--- config.mk ---
export PLATFORM = sky130hd
export DESIGN_NAME = row_sweep_ctrl
export DESIGN_NICKNAME = d
export VERILOG_FILES = /design/src/rtl/row_sweep_pkg.sv /design/src/rtl/row_sweep_ctrl_rr_arb2.sv /design/src/rtl/row_sweep_ctrl.sv
export SDC_FILE = /design/constraint.sdc
export NUM_CORES = 1
export LEC_CHECK = 0
export CAP_MARGIN = 20
export CORE_MARGIN = 2
export CORE_UTILIZATION = 25
export DETAILED_ROUTE_END_ITERATION = 12
export GPL_ROUTABILITY_DRIVEN = 0
export GPL_TIMING_DRIVEN = 0
export PLACE_DENSITY = 0.59
export SETUP_SLACK_MARGIN = 0.02
export SLEW_MARGIN = 30
export SYNTH_ARGS = -nofsm -noshare
export SYNTH_HDL_FRONTEND = slang
export SYNTH_SLANG_ARGS = --single-unit
--- constraint.sdc ---
create_clock -name clk -period 2 [get_ports clk]
set_input_delay 0.5 -clock clk [delete_from_list [all_inputs] [get_ports clk]]
set_output_delay 0.5 -clock clk [all_outputs]
set_load 0.05 [all_outputs]
--- src/rtl/row_sweep_pkg.sv ---
// Shared types and defaults for the word-line row sweep controller.
package row_sweep_pkg;

  localparam int DEFAULT_ADDR_W = 10;

  typedef enum logic [1:0] {
    S_IDLE  = 2'd0,
    S_SWEEP = 2'd1,
    S_DONE  = 2'd2
  } state_t;

  typedef struct packed {
    logic [DEFAULT_ADDR_W-1:0] base;
    logic [DEFAULT_ADDR_W:0]   count;
    logic [DEFAULT_ADDR_W-1:0] stride;
  } cmd_t;

endpackage

--- src/rtl/row_sweep_ctrl_rr_arb2.sv ---
// Two-input round-robin arbiter; the pointer moves away from the winner on update.
module rr_arb2 (
  input  logic clk,
  input  logic rst,
  input  logic req0,
  input  logic req1,
  input  logic update,
  output logic gnt_valid,
  output logic gnt_idx
);

  logic prefer1;

  always_ff @(posedge clk) begin
    if (rst)
      prefer1 <= 1'b0;
    else if (update)
      prefer1 <= ~gnt_idx;
  end

  always_comb begin
    gnt_valid = req0 | req1;
    gnt_idx   = (req0 & req1) ? prefer1 : req1;
  end

endmodule

--- src/rtl/row_sweep_ctrl.sv ---
// Arbitrates two sweep requesters and steps the granted sweep through the row decoder.
//
// state   | meaning
// S_IDLE  | waiting for a command; arbiter grant drives req*_ready
// S_SWEEP | presenting one row per step_ready; remaining counts down to 1
// S_DONE  | one-cycle completion pulse, then back to idle
module row_sweep_ctrl
  import row_sweep_pkg::*;
#(
  parameter int ADDR_W = DEFAULT_ADDR_W,
  parameter int CNT_W  = ADDR_W + 1
) (
  input  logic              clk,
  input  logic              rst,
  input  logic              req0_valid,
  output logic              req0_ready,
  input  logic [ADDR_W-1:0] req0_base,
  input  logic [CNT_W-1:0]  req0_count,
  input  logic [ADDR_W-1:0] req0_stride,
  input  logic              req1_valid,
  output logic              req1_ready,
  input  logic [ADDR_W-1:0] req1_base,
  input  logic [CNT_W-1:0]  req1_count,
  input  logic [ADDR_W-1:0] req1_stride,
  input  logic              abort,
  input  logic              step_ready,
  output logic              dec_en,
  output logic [ADDR_W-1:0] dec_addr,
  output logic              busy,
  output logic              owner,
  output logic              done,
  output logic              aborted
);

  state_t            state;
  logic [ADDR_W-1:0] stride;
  logic [CNT_W-1:0]  remaining;

  logic              gnt_valid;
  logic              gnt_idx;
  logic              idle;
  logic              hs;
  logic [ADDR_W-1:0] sel_base;
  logic [ADDR_W-1:0] sel_stride;
  logic [CNT_W-1:0]  sel_count;

  assign idle = (state == S_IDLE);
  assign hs   = idle & gnt_valid;

  assign req0_ready = hs & ~gnt_idx;
  assign req1_ready = hs &  gnt_idx;

  assign sel_base   = gnt_idx ? req1_base   : req0_base;
  assign sel_stride = gnt_idx ? req1_stride : req0_stride;
  assign sel_count  = gnt_idx ? req1_count  : req0_count;

  rr_arb2 u_arb (
    .clk       (clk),
    .rst       (rst),
    .req0      (req0_valid),
    .req1      (req1_valid),
    .update    (hs),
    .gnt_valid (gnt_valid),
    .gnt_idx   (gnt_idx)
  );

  always_ff @(posedge clk) begin
    if (rst) begin
      state     <= S_IDLE;
      dec_addr  <= '0;
      stride    <= '0;
      remaining <= '0;
      dec_en    <= 1'b0;
      busy      <= 1'b0;
      owner     <= 1'b0;
      done      <= 1'b0;
      aborted   <= 1'b0;
    end else begin
      done <= 1'b0;
      case (state)
        S_IDLE: begin
          if (hs) begin
            dec_addr  <= sel_base;
            stride    <= sel_stride;
            remaining <= sel_count;
            owner     <= gnt_idx;
            busy      <= 1'b1;
            aborted   <= 1'b0;
            if (sel_count == '0) begin
              state <= S_DONE;
              done  <= 1'b1;
            end else begin
              state  <= S_SWEEP;
              dec_en <= 1'b1;
            end
          end
        end
        S_SWEEP: begin
          if (abort) begin
            state   <= S_DONE;
            dec_en  <= 1'b0;
            done    <= 1'b1;
            aborted <= 1'b1;
          end else if (step_ready) begin
            remaining <= remaining - CNT_W'(1);
            // The final accept leaves dec_addr on the last presented row.
            if (remaining == CNT_W'(1)) begin
              state  <= S_DONE;
              dec_en <= 1'b0;
              done   <= 1'b1;
            end else begin
              dec_addr <= dec_addr + stride;
            end
          end
        end
        S_DONE: begin
          state   <= S_IDLE;
          busy    <= 1'b0;
          aborted <= 1'b0;
        end
        default: begin
          state  <= S_IDLE;
          dec_en <= 1'b0;
          busy   <= 1'b0;
        end
      endcase
    end
  end

endmodule

==> metrics.txt, run 1 <==
Peak VDD IR 0.311 mV; YS warnings 0; CP required 2.21 ns; Congestion Overflow GR 0; clock sinks 39; maximum clock frequency 467 MHz; htree depth 2; syn avg cell area 7.55 µm²; Cell Count, Final, Fillers Out 604; crit path time final 2.14 ns; Critical Path Start Type register; Hold EP dec_addr[5]; WL/cell 17.7 µm; CTS clock-pin slew for the worst setup and hold paths 0.09 ns; EDFF count, synth 0; Fin Setup TNS -0.142 ns; Max-cap violations 0; layout cells sized above 1 21.3%; NumNets Final 543; Num CTS Buffers 5; post-route cell area 4300 µm²; Top FF cell, synth dfxtp_1; number of distinct library cells after synthesis 56; critical path's slowest cell or4_4; Antenna Cells 0; Hold WS 0.479 ns; post-synthesis register bit count 39; final setup margin -0.142 ns; Register Area 793 µm²; violated checks negative setup slack; Core Region 10,700 µm²; All-Layer GR Usage 18.1%; worst r2r src remaining[3]; max-slew violation count 0; share of flip-flops with an asynchronous set or reset 0%; Routed WL 10,700 µm; Hold Path Stages 2; FP Rows 38; area of the multi-input gates 2040 µm²; R2R Setup Slk -0.14 ns; net count after synthesis 440; DRC 0; Place WS -1.63 ns; worst-path fanout max 3; Setup Viol. Count Final 1; FF-to-FF End remaining[9]; synthesized area 2720 µm²; CP endpoint kind register; Reg2Reg Depth 5; Initial Utilization 25.4%; vias in the first global route 3,187; DIE AREA 11,700 µm²; First DRT Iteration DRCs 194; Die X 108 µm; LEAKAGE 1.78 nW; Max Clock Skew 0.0125 ns; root buf cell clkbuf_8; worst-path cell chain or4_4, or3_4, or4_4, o22a_1, o32ai_2; most frequent cell on the critical path or4_4; Slew headroom 45.8%; Area growth, synth to finish 58.3%; Max clock buf depth 2; hpwl dp 7770 µm; hold buffer count at CTS 0; IO Pins 85; Worst Tran Pin Value 0.811 ns; initial antenna violation count 0; drt pass-1 iters 5; Worst Hold Class reg2reg; dpl cell area 3750 µm²; largest net degree at the start of global routing 20; PD cells 716 nW/µm²; Placed Cells 583; Post-Syn Instances 360; routed vias 3,275; IO Port Bufs 83; fin crit share 107%; Worst Path Arrival 2.35 ns; HP Start dec_addr[5]; WS Path Type reg2reg; CP max stage delay 0.54 ns; via-per-instance ratio 5.42; Routed Antenna Nets 0; fill count 1,111; die height 108 µm; global-route wire length before repair 16,400 µm; Fin. Hold Viols 0; Clock Latency Late Sink 0.30 ns; RSZ-0062 raised after global routing yes; CTS tree yes; outcome complete, but fails checks; Seq/Total Area, Yosys 28.7%
-- how the worst max path moves through the flow --
| stage | start | endpoint | slack (ns) |
|---|---|---|---|
| 2_1_floorplan | remaining[3] | remaining[9] | -0.06 |
| 3_3_place_gp | req1_valid | req1_ready | -1.64 |
| 3_5_place_dp | req0_valid | req1_ready | -1.63 |
| 4_1_cts | remaining[1] | remaining[9] | -0.12 |
| 5_1_grt | remaining[3] | remaining[9] | -0.19 |
| 6_report | remaining[3] | remaining[9] | -0.14 |
-- kinds of logic (layout without fill, tap and decap cells) --
logic type                 count (synthesis)  count (layout)  share of synthesized area (%)
xor gates and xnor gates                   4               4                           1.29
AOI/OAI and AO/OA                        122             122                           30.0
DFF                                       39              39                           28.7
muxes                                      9               9                           3.45
adders and majority gates                 12              12                           5.80
buffers and inverters                     33             137                           4.65
and+or+nand+nor                          141             141                           26.1
-- repair_timing --
action,4_1_cts,5_1_grt
setup endpoints to repair,47,38
pin swaps,9,9
cloned,0,0
gates resized for setup,105,42
setup buffers,4,12
-- metal layers --
| layer | wire length (µm) | vias up | global-route usage [%] |
|---|---|---|---|
| met5 | 0 | - | 0 |
| met4 | 253 | 0 | 7.05 |
| met3 | 1020 | 19 | 4.76 |
| met2 | 4600 | 166 | 27.3 |
| met1 | 4810 | 1529 | 24.6 |
| li1 | - | 1561 | - |
-- state kept, by name, summed over array words and instances (netlist names) --
name / count
u_arb.prefer1: 1
dec_en: 1
state: 2
done: 1
remaining: 11
stride: 10
busy: 1
dec_addr: 10
aborted: 1
owner: 1
-- metrics by stage --
| step | utilization, % | power (mW) |
|---|---|---|
| 2_1_floorplan | - | 1.76 |
| 3_5_place_dp | 35.1 | 2.19 |
| 3_3_place_gp | 35.1 | 2.18 |
| 4_1_cts | 38.4 | 2.97 |
| 5_1_grt | 40.2 | 3.23 |
| 6_report | 40.2 | 3.08 |
-- where the power goes --
| group | switching, mW | total, mW | internal (mW) |
|---|---|---|---|
| sequential | 0.109 | 0.990 | 0.881 |
| combinational | 0.769 | 1.37 | 0.606 |
| clock | 0.310 | 0.714 | 0.404 |
-- cell usage after synthesis, types with 4 or more instances --
cell type,count,area [µm²]
ha_1,11,138
and3_1,5,31.3
a211o_1,7,61.3
mux2i_1,6,60.1
dfxtp_1,39,781
or4_1,5,37.5
a21oi_1,38,190
clkbuf_1,22,82.6
nand2b_1,5,31.3
o21ai_0,23,115
nor2_1,30,113
inv_1,8,30.0
a311oi_1,12,105
nand2_1,34,128
a31oi_1,4,25.0
a21o_1,8,60.1
nor3_1,12,60.1
a211oi_1,9,67.6
nand3_1,27,135
-- critical path, delay by kind of cell, from the launching register on --
family / cells / cell delay, ns
AOI/OAI and AO/OA: 2 / 0.40
and+or+nand+nor: 3 / 1.33
DFF: 1 / 0.33
-- layout make-up --
type / count / area share, %
Clock buffer: 6 / 1.92
Tap cell: 140 / 4.07
Buffer: 22 / 4.39
Inverter: 8 / 0.786
Timing Repair Buffer: 99 / 22.2
Sequential cell: 39 / 18.4
Clock inverter: 2 / 0.815
Multi-Input combinational cell: 288 / 47.4
-- cell usage in the layout (no fill, tap or decap), types with 4 or more instances in the layout --
cell,instances
a31oi_1,4
buf_4,16
a21o_1,8
nand3_1,26
buf_2,5
clkbuf_1,7
and3_1,5
clkbuf_2,6
nand2_1,32
a311oi_1,12
or4_4,5
nand2b_1,4
clkdlybuf4s50_1,57
a21oi_1,33
clkbuf_8,7
nor3_1,9
mux2i_1,6
dlygate4sd2_1,9
dlymetal6s2s_1,6
nor2_1,28
ha_1,10
a211oi_1,8
dfxtp_2,10
dfxtp_1,29
inv_1,7
a21oi_2,4
o21ai_0,19
a211o_1,7
(Power assumes the default switching activity.)
==> inputs of run 2 (changes only) <==
Settings changed: CORE_UTILIZATION 25 to 30, PLACE_DENSITY 0.59 to 0.67.
==> run 2 against run 1 <==
Compared with the run above:
- the run still ends with negative setup slack left
- clock power about the same
- sequential share of layout area grew 0.58 points
- routed wire length decreased by 1.3%
- worst hold slack got worse by 0.020 ns
- setup slack worse by 0.0014 ns
- fmax is essentially flat
- sequential power barely moved
- cell count fell by 6.3%
==> metrics.txt, run 2 (synthesis results as in run 1) <==
Antenna Cells 0 (unchanged); WL/cell 18.6 µm (+5.4%); most common cell after layout, fill and taps aside clkdlybuf4s50_1; FF-to-FF End remaining[9]; Largest Register remaining; commonest non-fill, non-tap cells in the layout clkdlybuf4s50_1 (57), a21oi_1 (34), nand2_1 (32); violated checks negative setup slack; Hold EP dec_en; CP max stage delay 0.53 ns (about the same); most frequent cell on the critical path or4_4; All-Layer GR Usage 20.3% (+2.3 points); initial antenna violation count 0 (unchanged); Reg2Reg Depth 5 (unchanged); routed vias 3,347 (+2.2%); fin crit share 107% (about the same); vias in the first global route 3,111 (-2.4%); outcome complete, but fails checks; final setup margin -0.144 ns (-0.00135 ns); Die X 99.2 µm (-8.4%); via-per-instance ratio 5.91 (+9.1%); worst-path fanout max 2 (-1); DRC 0 (unchanged); IO Port Bufs 83 (unchanged); DIE AREA 9830 µm² (-16%); R2R Setup Slk -0.14 ns (about the same); FP Rows 34 (-11%); Max-cap violations 0 (unchanged); CTS clock-pin slew for the worst setup and hold paths 0.09 ns (about the same); Critical Path Start Type register; Num CTS Buffers 5 (unchanged); top flop regs remaining: 11 flops, dec_addr: 10 flops, stride: 10 flops; Slew headroom 56.6% (+11 points); die height 99.2 µm (-8.4%); maximum clock frequency 467 MHz (about the same); max reg flops 11 (unchanged); Critical path buffers and inverters 0 (unchanged); Area growth, synth to finish 53.2%; HP Start dec_en; LEAKAGE 1.76 nW (-1.0%); Core Region 8760 µm² (-18%); Worst Path Arrival 2.37 ns (+0.02 ns); Final Power 3.04 mW (-1.3%); Max clock buf depth 2 (unchanged); Routed Antenna Nets 0 (unchanged); CP endpoint kind register; drt pass-1 iters 7 (+2); WS Path Type reg2reg; Fin. Hold Viols 0 (unchanged); First DRT Iteration DRCs 222 (+14%); htree depth 2 (unchanged); NumNets Final 537 (-1.1%); Routed WL 10,500 µm (-1.3%); Peak VDD IR 0.355 mV (+14%); global-route wire length before repair 16,000 µm (-2.4%); Clock Latency Late Sink 0.30 ns (about the same); IO Pins 85 (unchanged); largest net degree at the start of global routing 20 (unchanged); CP required 2.22 ns (about the same); CTS tree yes; RSZ-0062 raised after global routing yes; hpwl dp 7610 µm (-2.0%); clock sinks 39 (unchanged); Hold Path Stages 2 (unchanged); layout cells sized above 1 18.6% (-2.8 points); worst r2r src remaining[3]; root buf cell clkbuf_8; Max Clock Skew 0.0131 ns (+0.000597 ns); max-slew violation count 0 (unchanged); worst-path cell chain or4_4, or3_4, or4_4, o22a_1, o32ai_2; Worst Hold Class reg2reg; Worst Tran Pin Value 0.649 ns (-0.161 ns); Congestion Overflow GR 0 (unchanged); critical path's slowest cell or4_4; Initial Utilization 31.0% (+5.6 points); post-route cell area 4160 µm² (-3.2%); cell family with most CP delay simple AND/OR/NAND/NOR gates; dpl cell area 3710 µm² (-1.1%); Setup Viol. Count Final 8 (+7); crit path time final 2.14 ns (+0.00135 ns); PD cells 730 nW/µm² (+2.0%)
[run 2: changes by cell type in the layout (fill, tap and decap cells not counted), sizes merged]
| cell | before | now |
|---|---|---|
| clkdlybuf4s15 | 5 | 4 |
| dlygate4sd2 | 9 | 10 |
| buf | 26 | 20 |
| inv | 7 | 8 |
| clkinvlp | 1 | 0 |
[run 2: metrics by stage]
step | setup WS [ns] | TNS, ns | cells | utilization [%] | hold WS, ns
after detailed placement | -1.58 | -31.31 | 551 | 42.3 | 0.452
after floorplan | -0.0614 | -0.115 | 360 | - | 0.465
after global placement | -1.59 | -30.52 | 551 | 42.3 | 0.455
after CTS | -0.116 | -0.128 | 567 | 46.9 | 0.463
after global routing | -0.184 | -1.58 | 566 | 47.5 | 0.498
final | -0.144 | -0.303 | 566 | 47.5 | 0.459
[run 2: worst max-delay path by stage]
stage | start | slack, ns | cells after the start | end
floorplan | remaining[3] | -0.06 | 5 | remaining[9]
finish | remaining[3] | -0.14 | 5 | remaining[9]
global route | remaining[1] | -0.18 | 8 | dec_addr[0]
detailed placement | req1_valid | -1.58 | 6 | req1_ready
global placement | req1_valid | -1.59 | 6 | req1_ready
CTS | remaining[3] | -0.12 | 5 | remaining[9]
[run 2: power breakdown]
group	switching [mW]	internal, mW	total, mW
clock	0.312	0.404	0.716
sequential	0.110	0.881	0.991
combinational	0.762	0.571	1.33
total	1.18	1.86	3.04
[run 2: layer usage]
metal  track usage [%]  part of all wire, %  up-vias
met5                 0                    0        -
met4              6.32                  2.2        0
met3              3.37                  7.1       24
met2              33.2                   47      166
met1              27.5                   44     1598
li1                  -                    -     1559
[run 2: layout make-up]
| type | instances | area [µm²] |
|---|---|---|
| timing repair buffer | 93 | 915 |
| inverter | 8 | 30.0 |
| fill | 852 | 4600 |
| sequential | 39 | 792 |
| tap | 108 | 135 |
| clock buffer | 6 | 82.6 |
| buffer | 22 | 176 |
| multi-input combinational | 288 | 2000 |
| clock inverter | 2 | 35.0 |
[run 2: tightest hold or removal path, stage by stage (launching register included)]
cell and delay, ns:
dfxtp_1 0.31, nand2_1 0.05, a21oi_1 0.05
[run 2: repair_timing]
item | 4_1_cts | 5_1_grt
setup endpoints to repair | 45 | 41
setup buffers | 10 | 0
pin swaps | 10 | 4
gates resized for setup | 99 | 32
hold endpoints to repair | 0 | 0
hold buffers | 0 | 0
==> inputs of run 3 (changes only) <==
Settings changed: RECOVER_POWER set to 25, SYNTH_HIERARCHICAL set to 1.
==> run 3 against run 2 <==
Compared with the run above:
- the run now ends clean
- count of clock-buffer cells in the layout grew 1
- sequential power shrank 1%
- non-clock buffer count shrank 3
- cell count shrank 6.7%
- power shrank 8.3%
- combinational power shrank 9.8%
- setup slack gained 0.15 ns
- area after synthesis shrank 1.4%
- die area shrank 1.4%
- global-route usage shrank 2.6 points
- clock power shrank 14%
- critical endpoint is now owner
==> metrics.txt, run 3 <==
outcome finished, final reports clean; Fin. Hold Viols 0 (unchanged); fin crit share 99.5% (-7.7 points); IO Port Bufs 84 (+1.2%); Worst Hold Class in2reg; Area growth, synth to finish 45.7%; routed vias 2,866 (-14%); Peak VDD IR 0.324 mV (-8.7%); WL/cell 16.5 µm (-11%); hold buffer count at CTS 0 (unchanged); commonest non-fill, non-tap cells in the layout clkdlybuf4s50_1 (65), dfxtp_1 (33), mux2i_1 (29); Post-Syn Instances 320 (-11%); Slew headroom 55.4% (-1.2 points); Hold Path Stages 2 (unchanged); CTS clock-pin slew for the worst setup and hold paths 0.07 ns (-0.02 ns); Num CTS Buffers 5 (unchanged); PD cells 715 nW/µm² (-2.2%); post-synthesis register bit count 39 (unchanged); Critical Path Start Type input port; syn avg cell area 8.37 µm² (+11%); Reg2Reg Depth 7 (+2); DRC 0 (unchanged); Critical path buffers and inverters 3 (+3); simple logic cell fraction of the synthesized area 20.3% (-5.8 points); crit path time final 1.99 ns (-0.154 ns); main combinational cell family by area after synthesis compound AO/OA/AOI/OAI gates; most frequent cells after synthesis dfxtp_1 (39), mux2i_1 (29), a21oi_1 (27), nand2_1 (26), nor2_1 (24); Max-cap violations 0 (unchanged); htree depth 2 (unchanged); Max clock buf depth 2 (unchanged); CP required 2.16 ns (-0.06 ns); DIE AREA 9700 µm² (-1.4%); Antenna Cells 0 (unchanged); Hold EP u_arb/prefer1; worst-path cell chain dlygate4sd3_1, clkbuf_1, buf_1, nor2_1; die height 98.5 µm (-0.69%); IO Pins 85 (unchanged); Setup Viol. Count Final 0 (-8); max-slew violation count 0 (unchanged); FF-to-FF End dec_addr[8]; LEAKAGE 1.57 nW (-10%); cell family with most CP delay buffers and inverters; worst r2r src dec_addr[0]; Die X 98.5 µm (-0.69%); drt pass-1 iters 4 (-3); layout cells sized above 1 16.9% (-1.7 points); CTS tree yes; R2R Setup Slk 0.10 ns (+0.24 ns); Congestion Overflow GR 0 (unchanged); number of distinct library cells after synthesis 61 (+8.9%); final setup margin 0.00993 ns (+0.154 ns); maximum clock frequency 502 MHz (+7.7%); Compound-Gate Fraction of Synth Area 27.1% (-2.8 points); Top FF cell, synth dfxtp_1; Max Clock Skew 0.00807 ns (-0.00506 ns); CP max stage delay 0.57 ns (+0.04 ns); WS Path Type in2reg; Routed Antenna Nets 0 (unchanged); Initial Utilization 30.9% (-0.14 points); First DRT Iteration DRCs 195 (-12%); synthesized area 2680 µm² (-1.4%); Core Region 8680 µm² (-0.97%); critical path's slowest cell buf_1; share of flip-flops with an asynchronous set or reset 0% (unchanged); via-per-instance ratio 5.43 (-8.2%); EDFF count, synth 0 (unchanged); root buf cell clkbuf_8; top flop regs remaining: 11 flops, dec_addr: 10 flops, stride: 10 flops; Clock Latency Late Sink 0.30 ns (about the same); most common cell after layout, fill and taps aside clkdlybuf4s50_1; adder-cell area share of the yosys netlist 5.89% (+0.084 points); vias in the first global route 2,786 (-10%); Fin Setup TNS 0 ns (+0.303 ns); utilization after layout 45.0% (-2.5 points); largest cells by area after synthesis dfxtp_1 (29%), mux2i_1 (11%), a211oi_1 (5.6%), ha_1 (5.1%), a21oi_1 (5.0%); largest net degree at the start of global routing 13 (-35%); Synth top area share 29.2% (+0.42 points); HP Start req1_valid; Final Power 2.79 mW (-8.3%); Routed WL 8710 µm (-17%); Largest Register remaining; initial antenna violation count 0 (unchanged); Synth Area in XOR/XNOR 1.31% (+0.019 points); CP endpoint kind register; top-count cell post-synth dfxtp_1; max reg flops 11 (unchanged); area leader, netlist dfxtp_1; RSZ-0062 raised after global routing yes; Seq/Total Area, Yosys 29.2% (+0.42 points); NumNets Final 499 (-7.1%); Worst Path Arrival 2.15 ns (-0.22 ns); Place WS -1.42 ns (+0.164 ns); worst-path fanout max 10 (+8); Worst Tran Pin Value 0.669 ns (+0.0194 ns); All-Layer GR Usage 17.8% (-2.6 points); YS warnings 6 (+6); net count after synthesis 400 (-9.1%); global-route wire length before repair 13,900 µm (-13%); multiplexer area fraction after synthesis 11.7% (+8.2 points); hpwl dp 6450 µm (-15%); FP Rows 34 (unchanged); clock sinks 39 (unchanged)
[run 3: repair_timing]
item	CTS	global route
gates resized for setup	47	21
setup endpoints to repair	45	23
cloned	0	0
buffers inserted	6	3
pin swaps	6	9
hold endpoints to repair	0	0
[run 3: worst max path at each step]
| stage | start | endpoint | depth (start not counted) |
|---|---|---|---|
| after floorplan | req0_valid | req0_ready | 5 |
| after CTS | u_arb/prefer1 | req0_ready | 6 |
| after global placement | req0_valid | req1_ready | 7 |
| after detailed placement | req0_valid | req1_ready | 7 |
| after global routing | step_ready | dec_addr[9] | 7 |
| final | rst | owner | 4 |
[run 3: power breakdown]
group | internal [mW] | switching (mW) | leakage [nW]
logic | 0.524 | 0.672 | 1.20
clock network | 0.314 | 0.301 | 0.0505
registers | 0.878 | 0.0984 | 0.325
total | 1.72 | 1.07 | 1.57
[run 3: cell families (layout without fill, tap and decap cells)]
kind of cell / count (synthesis) / count (layout)
buffers and inverters: 27 / 127
multiplexers: 31 / 31
AND/OR/NAND/NOR: 103 / 103
XOR/XNOR: 4 / 4
AO/OA/AOI/OAI: 104 / 104
flip-flops: 39 / 39
adder cells (fa/ha/maj): 12 / 12
[run 3: stage by stage]
step	hold slack (ns)	instances	area, µm²
2_1_floorplan	0.432	320	2700
4_1_cts	0.437	526	3860
5_1_grt	0.448	528	3900
3_5_place_dp	0.462	512	3680
6_report	0.448	528	3900
3_3_place_gp	0.444	512	3680
[run 3: final cells by class]
| class | count | area [µm²] |
|---|---|---|
| Buffer | 19 | 121 |
| Clock buffer | 7 | 96.3 |
| Clock inverter | 1 | 7.51 |
| Fill cell | 869 | 4780 |
| Inverter | 7 | 26.3 |
| Multi-Input combinational cell | 254 | 1850 |
| Sequential cell | 39 | 791 |
| Tap cell | 108 | 135 |
| Timing Repair Buffer | 93 | 871 |
[run 3: metal layers]
layer | part of all wire (%) | global-route usage [%] | up-vias
met4 | 1.7 | 5.58 | 0
li1 | - | - | 1417
met5 | 0 | 0 | -
met1 | 45 | 23.1 | 1320
met2 | 47 | 29.9 | 117
met3 | 6.1 | 3.40 | 12
